### config.mk
export PLATFORM = sky130hd
export DESIGN_NAME = shift_add_sequencer
export DESIGN_NICKNAME = d
export VERILOG_FILES = /design/src/rtl/mult_pkg.sv /design/src/rtl/shift_add_sequencer.sv
export SDC_FILE = /design/constraint.sdc
export NUM_CORES = 1
export LEC_CHECK = 0
export CAP_MARGIN = 20
export CORE_ASPECT_RATIO = 1.5
export CORE_MARGIN = 2
export CORE_UTILIZATION = 56
export DETAILED_ROUTE_END_ITERATION = 8
export PLACE_DENSITY = 0.86
export SLEW_MARGIN = 20
export SYNTH_ARGS = -nofsm -noshare
export SYNTH_HDL_FRONTEND = slang
export SYNTH_SLANG_ARGS = --single-unit
export TNS_END_PERCENT = 1
### constraint.sdc
create_clock -name clk -period 5.3 [get_ports clk]
set_input_delay 1.06 -clock clk [delete_from_list [all_inputs] [get_ports clk]]
set_output_delay 1.06 -clock clk [all_outputs]
set_load 0.005 [all_outputs]
### src/rtl/mult_pkg.sv
// Shared definitions for the sequential multiplier: sequencer state encoding and
// the default operand width shared with the accumulator.
`timescale 1ns/1ps

package mult_pkg;

    localparam int MULT_WIDTH = 32;

    typedef enum logic [1:0] {
        IDLE  = 2'd0,
        CLEAR = 2'd1,
        RUN   = 2'd2,
        DONE  = 2'd3
    } seq_state_e;

endpackage : mult_pkg

### src/rtl/shift_add_sequencer.sv
// Control stage of the shift-add multiplier: flushes the accumulator, then walks the
// multiplier LSB-first driving add_shift/A. Optional macro EARLY_TERM_EN ends RUN once
// no set multiplier bits remain.
`timescale 1ns/1ps

module shift_add_sequencer
    import mult_pkg::*;
#(
    parameter int WIDTH_P = MULT_WIDTH
) (
    input  logic               clk,
    input  logic               reset,
    input  logic               start_valid,
    output logic               start_ready,
    input  logic [WIDTH_P-1:0] multiplicand,
    input  logic [WIDTH_P-1:0] multiplier,
    output logic               flush,
    output logic               add_shift,
    output logic [WIDTH_P-1:0] A,
    output logic               busy,
    output logic               done
);

    localparam int                CNT_W    = $clog2(WIDTH_P) + 1;
    localparam logic [CNT_W-1:0]  LAST_CNT = CNT_W'(WIDTH_P - 1);

    seq_state_e         state_r;
    seq_state_e         state_s;
    logic [WIDTH_P-1:0] mcand_r;
    logic [WIDTH_P-1:0] mcand_s;
    logic [WIDTH_P-1:0] mplier_r;
    logic [WIDTH_P-1:0] mplier_s;
    logic [CNT_W-1:0]   cnt_r;
    logic [CNT_W-1:0]   cnt_s;
    logic               run_last_s;
    logic               add_shift_s;

    // Final RUN cycle detection; the early-exit term only exists when enabled.
    always_comb begin
`ifdef EARLY_TERM_EN
        run_last_s = (cnt_r == LAST_CNT) || ((mplier_r >> 1) == {WIDTH_P{1'b0}});
`else
        run_last_s = (cnt_r == LAST_CNT);
`endif
    end

    // Next-state and next-datapath computation.
    always_comb begin
        state_s  = state_r;
        mcand_s  = mcand_r;
        mplier_s = mplier_r;
        cnt_s    = cnt_r;
        case (state_r)
            IDLE: begin
                if (start_valid) begin
                    state_s  = CLEAR;
                    mcand_s  = multiplicand;
                    mplier_s = multiplier;
                    cnt_s    = {CNT_W{1'b0}};
                end else begin
                    state_s  = IDLE;
                end
            end
            CLEAR: begin
                state_s = RUN;
            end
            RUN: begin
                mcand_s  = mcand_r << 1;
                mplier_s = mplier_r >> 1;
                cnt_s    = cnt_r + CNT_W'(1);
                if (run_last_s) begin
                    state_s = DONE;
                end else begin
                    state_s = RUN;
                end
            end
            DONE: begin
                state_s = IDLE;
            end
            default: begin
                state_s = IDLE;
            end
        endcase
    end

    // Outputs are decoded from the next state so the registered values track the state register.
    always_comb begin
        add_shift_s = (state_s == RUN) && mplier_s[0];
    end

    // State, datapath and registered Moore outputs.
    always_ff @(posedge clk or negedge reset) begin
        if (!reset) begin
            state_r     <= IDLE;
            mcand_r     <= {WIDTH_P{1'b0}};
            mplier_r    <= {WIDTH_P{1'b0}};
            cnt_r       <= {CNT_W{1'b0}};
            start_ready <= 1'b1;
            flush       <= 1'b0;
            add_shift   <= 1'b0;
            A           <= {WIDTH_P{1'b0}};
            busy        <= 1'b0;
            done        <= 1'b0;
        end else begin
            state_r     <= state_s;
            mcand_r     <= mcand_s;
            mplier_r    <= mplier_s;
            cnt_r       <= cnt_s;
            start_ready <= (state_s == IDLE);
            flush       <= (state_s == CLEAR);
            add_shift   <= add_shift_s;
            A           <= add_shift_s ? mcand_s : {WIDTH_P{1'b0}};
            busy        <= (state_s != IDLE);
            done        <= (state_s == DONE);
        end
    end

endmodule : shift_add_sequencer
==> results of run 1 <==
[sequential cells by signal, indices dropped and copies added (netlist names)]
register / flops
A: 32
mcand_r: 32
mplier_r: 32
cnt_r: 6
state_r: 2
add_shift: 1
busy: 1
done: 1
flush: 1
start_ready: 1
[kinds of logic (layout without fill, tap and decap cells)]
family | after synthesis | after routing | share of synthesized area (%)
multiplexers | 66 | 66 | 13.31
XOR/XNOR | 3 | 3 | 0.4976
buffers and inverters | 46 | 130 | 4.217
AND/OR/NAND/NOR | 149 | 149 | 13.17
flip-flops | 109 | 109 | 51.67
AO/OA/AOI/OAI | 103 | 103 | 16.42
adder cells (fa/ha/maj) | 3 | 3 | 0.7108
[worst max-delay path, cell delays in order, from the launching register on]
cell and delay (ns):
sky130_fd_sc_hd__dfrtp_1 0.36, sky130_fd_sc_hd__inv_1 0.15, sky130_fd_sc_hd__ha_4 0.88, sky130_fd_sc_hd__nor4bb_1 0.12
sky130_fd_sc_hd__a22oi_1 0.40, sky130_fd_sc_hd__nand3_2 0.69, sky130_fd_sc_hd__nor2b_1 0.35
[through the flow]
stage          cell area (um^2)  total power, mW  hold WS (ns)
5_1_grt                    6608            4.504        0.5413
4_1_cts                    6608            4.223        0.5142
3_5_place_dp               6310            3.521        0.4943
6_report                   6608            4.199        0.5051
3_3_place_gp               6310            3.413        0.4845
2_1_floorplan              5281            2.896        0.4672
[power by group through the flow]
stage	sequential (mW)	combinational, mW	clock [mW]
2_1_floorplan	1.48	1.42	0
3_3_place_gp	1.51	1.90	0
3_5_place_dp	1.54	1.99	0
4_1_cts	1.53	2.01	0.686
5_1_grt	1.57	2.21	0.721
6_report	1.53	2.00	0.671
[synth_stat cells (2+ instances only)]
cell                       number  share of area (%)
sky130_fd_sc_hd__dfrtp_1      108                 51
sky130_fd_sc_hd__ha_1           3               0.71
sky130_fd_sc_hd__mux2_2        33                7.0
sky130_fd_sc_hd__o21ai_0        8               0.76
sky130_fd_sc_hd__a22oi_1       32                4.5
sky130_fd_sc_hd__nor2b_1       35                4.1
sky130_fd_sc_hd__xnor2_1        3               0.50
sky130_fd_sc_hd__clkbuf_1      18                1.3
sky130_fd_sc_hd__buf_6          3               0.64
sky130_fd_sc_hd__buf_2         16                1.5
sky130_fd_sc_hd__nor2_1        34                2.4
sky130_fd_sc_hd__nand2b_1       3               0.36
sky130_fd_sc_hd__and3_1         2               0.24
sky130_fd_sc_hd__nand2_1       66                4.7
sky130_fd_sc_hd__buf_4          2               0.28
sky130_fd_sc_hd__a22o_1        30                5.0
sky130_fd_sc_hd__inv_1          6               0.43
sky130_fd_sc_hd__a221o_1       31                5.9
sky130_fd_sc_hd__mux2i_1       32                6.1
[per-layer routing]
metal  global-route usage (%)  vias to the layer above  wire (um)
met3                    5.474                       17        634
li1                         -                     1878          -
met4                    8.402                        0        201
met1                    29.62                     2004       4912
met5                        0                        -          0
met2                    39.57                      113       6031
[final cells by class]
| type | count | area, um^2 |
|---|---|---|
| Multi-Input combinational cell | 324 | 2357 |
| Sequential cell | 109 | 2729 |
| Tap cell | 112 | 140.1 |
| Fill cell | 613 | 2592 |
| Inverter | 6 | 22.52 |
| Clock inverter | 6 | 68.82 |
| Timing Repair Buffer | 108 | 1061 |
| Clock buffer | 10 | 229.0 |
[path summary, 6_finish.rpt]
check | start | cells past startpoint | to | slack (ns)
max | state_r[0] | 6 | A[15] | 2.24
min | mcand_r[31] | 2 | mcand_r[31] | 0.51
max reg2reg | state_r[0] | 6 | A[15] | 2.24
min reg2reg | mcand_r[31] | 2 | mcand_r[31] | 0.51
max in group asynchronous | reset | 2 | mplier_r[10] | 3.40
min in group asynchronous | reset | 1 | mplier_r[20] | 0.79
==> flow_summary.json, run 1 <==
{
  "outcome": "finished, final reports clean",
  "max_slew.worst_pin.slew_ns": 1.081,
  "clk_pin_slew_worst_paths_ns": 0.07,
  "post_synth_instance_area_mm2": 0.005281,
  "worstSetupStartpointType": "flip-flop",
  "drt-wirelength-per-cell_um": 17.45,
  "unrepaired_setup_endpoints_after_global_routing": "no",
  "maxCapViolations": 0,
  "globalplace.congestion": 0.8222,
  "dr.pass1.iters": 4,
  "combinational_power_share_pct": 47.6,
  "detail_route.drc_violations": 0,
  "grt_max_degree": 105,
  "setup-tns-final_ns": 0,
  "min_period_over_period_pct": 57.73,
  "power.share.switching_pct": 37.28,
  "dieHeight_um": 122.9,
  "syn2layout_area_growth_pct": 25.11,
  "drt-total-wl_um": 11780,
  "first_global_vias": 4041,
  "drive_gt1_share_pct": 11.01,
  "place_hpwl_um": 7345,
  "mostFrequentLayoutCell": "sky130_fd_sc_hd__dfrtp_1",
  "finClkSkew_ns": 0.009416,
  "fmax_mhz": 326.8,
  "number_of_violations_reported_at_the_end_of_detailed_routing_iteration_0": 293,
  "setup.worst_path.class": "flip-flop to flip-flop",
  "internal_power_mw": 2.634,
  "global_route.usage.total_pct": 23.38,
  "slew_headroom_pct": 27.91,
  "route.vias.total": 4012,
  "switchingPower_mw": 1.566,
  "post_synth.cell_area_avg_um2": 11.03,
  "post-cts-setup-buffer-count": 0,
  "share_seq_of_total_power_pct": 36.4,
  "power_frac_clock_pct": 16.0,
  "synth_seq_cells": 109,
  "core_area_mm2": 0.009200,
  "max-clock-path-buffers": 2,
  "clkLatencyLatePin_ns": 0.35,
  "die_outline_area_mm2": 0.01024,
  "top_level_ports": 104,
  "timing.final.ws_setup_ns": 2.240,
  "pre_cts_slack_ns": 2.170,
  "n_antenna_cell": 0,
  "number_of_enable_flip_flop_cells_after_synthesis": 0,
  "post_cts_resized": 0,
  "buffer_ports.inserted": 103,
  "worst_ep_arrival_time_ns": 3.31,
  "grt_antenna_before_repair": 0,
  "cts_hold_buffers": 0,
  "syn-instance-count": 479,
  "worst_ep_required_time_ns": 5.55,
  "setup_viol": 0,
  "start_util_pct": 57.41,
  "root_buffer": "sky130_fd_sc_hd__clkbuf_16",
  "layout.nets": 628,
  "synth_sequential_area_ratio_pct": 51.67,
  "viasPerCell": 5.944,
  "final_count_of_pins_violating_max_slew": 0,
  "crit_fanout": 104,
  "mostFrequentLayoutCells": "sky130_fd_sc_hd__dfrtp_1, sky130_fd_sc_hd__clkdlybuf4s50_1, sky130_fd_sc_hd__nand2_1, sky130_fd_sc_hd__nor2b_1, sky130_fd_sc_hd__nor2_1",
  "cts_buffers": 9,
  "final_cell_count_no_fill": 675,
  "layout.core_utilization_pct": 71.82,
  "grt_remaining_overflow": 0,
  "power_per_cell_area_mw_per_mm2": 635.5,
  "final_hold_viol_count": 0,
  "rows": 43,
  "synth.lib_cells_used.distinct": 33,
  "sinks_on_the_clock_net": 109,
  "cts_tree": "yes",
  "floorplan.die.width_um": 83.29,
  "async_flop_share_pct": 100.0,
  "final_period_minus_worst_setup_slack_ns": 3.060,
  "ir_worst_vdd_mv": 0.3606,
  "htreeDepth": 3,
  "placed_instances": 659,
  "syn-num-nets": 549,
  "timing.hold.worst.class": "flip-flop to flip-flop",
  "critical_path_endpoint_category": "flip-flop",
  "p_leak_nw": 2.945,
  "synth.yosys.warnings": 0,
  "synth_ff_type": "sky130_fd_sc_hd__dfrtp_1",
  "grt_pass1_wl_um": 19500,
  "route.antenna.remaining_nets": 0
}
No activity file was read; power rests on OpenSTA's default activity.
==> inputs of run 2 (changes only) <==
Settings changed: CORE_UTILIZATION 56 to 52, PLACE_DENSITY 0.86 to 0.8.
Clock period 5.3 ns to 3.2 ns, I/O delays scaled along.
==> flow_summary.json, run 2 (synthesized netlist as in run 1, its figures left out) <==
{
  "outcome": "finished, final reports clean",
  "slew_headroom_pct": 47.95,
  "worstSetupPathDepth": 6,
  "sinks_on_the_clock_net": 109,
  "crit_fanout": 56,
  "n_antenna_cell": 0,
  "slowest_delay_ns": 0.69,
  "worst_hold_slack_ns": 0.3664,
  "critical_path_endpoint_category": "flip-flop",
  "fmax_mhz": 372.5,
  "first_global_vias": 3948,
  "worst_ep_required_time_ns": 3.45,
  "drt-wirelength-per-cell_um": 17.14,
  "floorplan.die.width_um": 86.29,
  "core_area_mm2": 0.01002,
  "design_area_mm2": 0.006640,
  "setup-tns-final_ns": 0,
  "largest_registers": "A x32, mcand_r x32, mplier_r x32",
  "timing.hold.worst.class": "input pin to async pin",
  "top_level_ports": 104,
  "max-clock-path-buffers": 2,
  "drt-total-wl_um": 11690,
  "worstSetupStartpointType": "flip-flop",
  "max_slew.worst_pin.slew_ns": 0.7808,
  "maxCapViolations": 0,
  "worst-path-buf-inv": 1,
  "final_count_of_pins_violating_max_slew": 0,
  "cts_buffers": 9,
  "drive_gt1_share_pct": 11.33,
  "final_period_minus_worst_setup_slack_ns": 2.685,
  "placed_area_mm2": 0.006356,
  "buffer_ports.inserted": 103,
  "syn2layout_area_growth_pct": 25.73,
  "pre_cts_slack_ns": 0.4953,
  "grt_pass1_wl_um": 19310,
  "clk_pin_slew_worst_paths_ns": 0.07,
  "dieHeight_um": 127.4,
  "global_route.usage.total_pct": 21.82,
  "power_per_cell_area_mw_per_mm2": 1035,
  "place_hpwl_um": 7373,
  "detail_route.drc_violations": 0,
  "dr.pass1.iters": 5,
  "htreeDepth": 3,
  "ir_worst_vdd_mv": 0.6136,
  "rrSetupSlack_ns": 0.52,
  "grt_remaining_overflow": 0,
  "p_leak_nw": 2.953,
  "route.vias.total": 3975,
  "layout.core_utilization_pct": 66.25,
  "mostFrequentLayoutCells": "sky130_fd_sc_hd__dfrtp_1, sky130_fd_sc_hd__clkdlybuf4s50_1, sky130_fd_sc_hd__nand2_1, sky130_fd_sc_hd__nor2b_1, sky130_fd_sc_hd__nor2_1",
  "ff2ff_path_depth": 6,
  "timing.final.ws_setup_ns": 0.5155,
  "worstReg2RegEnd": "A[23]",
  "number_of_violations_reported_at_the_end_of_detailed_routing_iteration_0": 279,
  "mostFrequentLayoutCell": "sky130_fd_sc_hd__dfrtp_1",
  "grt_antenna_before_repair": 0,
  "viasPerCell": 5.828,
  "final_hold_viol_count": 0,
  "setup.worst_path.class": "flip-flop to flip-flop",
  "globalplace.congestion": 0.7592,
  "post_cts_resized": 0,
  "clkLatencyLatePin_ns": 0.34,
  "cts_tree": "yes",
  "worstSetupEndpoint": "A[23]",
  "cts_hold_buffers": 0,
  "route.antenna.remaining_nets": 0,
  "critPathTopFamily": "simple AND/OR/NAND/NOR gates",
  "min_period_over_period_pct": 83.89,
  "finClkSkew_ns": 0.006473,
  "unrepaired_setup_endpoints_after_global_routing": "no",
  "start_util_pct": 52.70,
  "worst_ep_arrival_time_ns": 2.94,
  "setup_viol": 0,
  "r2r_start": "state_r[0]",
  "root_buffer": "sky130_fd_sc_hd__clkbuf_16",
  "rows": 45,
  "crit_path_cell_trace": "inv_1 > ha_4 > nor4bb_1 > a22oi_1 > nand3_2 > nor2b_1",
  "startpoint": "state_r[0]",
  "worst_path_max_delay_cell": "sky130_fd_sc_hd__nand3_2",
  "layout.nets": 630,
  "die_outline_area_mm2": 0.01100,
  "post-cts-setup-buffer-count": 0,
  "grt_max_degree": 60
}
-- run 2: cell count changes in the layout (fill, tap and decap cells not counted) --
cell                         delta
sky130_fd_sc_hd__clkinv_4       +1
sky130_fd_sc_hd__clkinvlp_4     +1
sky130_fd_sc_hd__buf_12         +2
sky130_fd_sc_hd__inv_6          -2
sky130_fd_sc_hd__clkinv_2       -1
sky130_fd_sc_hd__bufinv_16      -1
sky130_fd_sc_hd__inv_8          +2
-- run 2: how the worst min path moves through the flow --
stage	startpoint	to	slack, ns	cells after the start
detailed placement	mcand_r[31]	mcand_r[31]	0.50	2
finish	reset	mplier_r[19]	0.37	1
global placement	mcand_r[31]	mcand_r[31]	0.49	2
floorplan	reset	A[0]	0.34	0
CTS	reset	mplier_r[19]	0.41	1
global route	reset	mplier_r[19]	0.45	1
-- run 2: final cells by class --
cell class | count | area [um^2]
Tap cell | 117 | 146.4
Multi-Input combinational cell | 324 | 2357
Clock inverter | 6 | 55.05
Inverter | 6 | 22.52
Clock buffer | 10 | 229.0
Sequential cell | 109 | 2729
Timing Repair Buffer | 110 | 1101
Fill cell | 776 | 3382
-- run 2: report_power, final --
part / total, mW / switching, mW / internal, mW
sequential: 2.53 / 0.469 / 2.06
clock: 1.06 / 0.516 / 0.544
combinational: 3.28 / 1.59 / 1.69
total: 6.87 / 2.57 / 4.29
-- run 2: per-layer routing --
metal / vias to the layer above / track usage [%] / wire length [um] / part of all wire, %
li1: 1886 / - / - / -
met5: - / 0 / 0 / 0
met4: 0 / 5.699 / 163 / 1.4
met2: 93 / 34.79 / 5912 / 51
met1: 1985 / 30.21 / 5010 / 43
met3: 11 / 5.103 / 602 / 5.2
-- run 2: through the flow --
step	power, mW	cells
2_1_floorplan	4.796	479
3_3_place_gp	5.690	666
3_5_place_dp	5.837	666
4_1_cts	6.932	682
5_1_grt	7.397	682
6_report	6.869	682
-- run 2: worst register-to-register path, delay by kind of cell, from the launching register on --
| family | cells | cell delay [ns] |
|---|---|---|
| DFF | 1 | 0.36 |
| buffers and inverters | 1 | 0.15 |
| and+or+nand+nor | 3 | 1.16 |
| AOI/OAI and AO/OA | 1 | 0.39 |
| adders and majority gates | 1 | 0.55 |
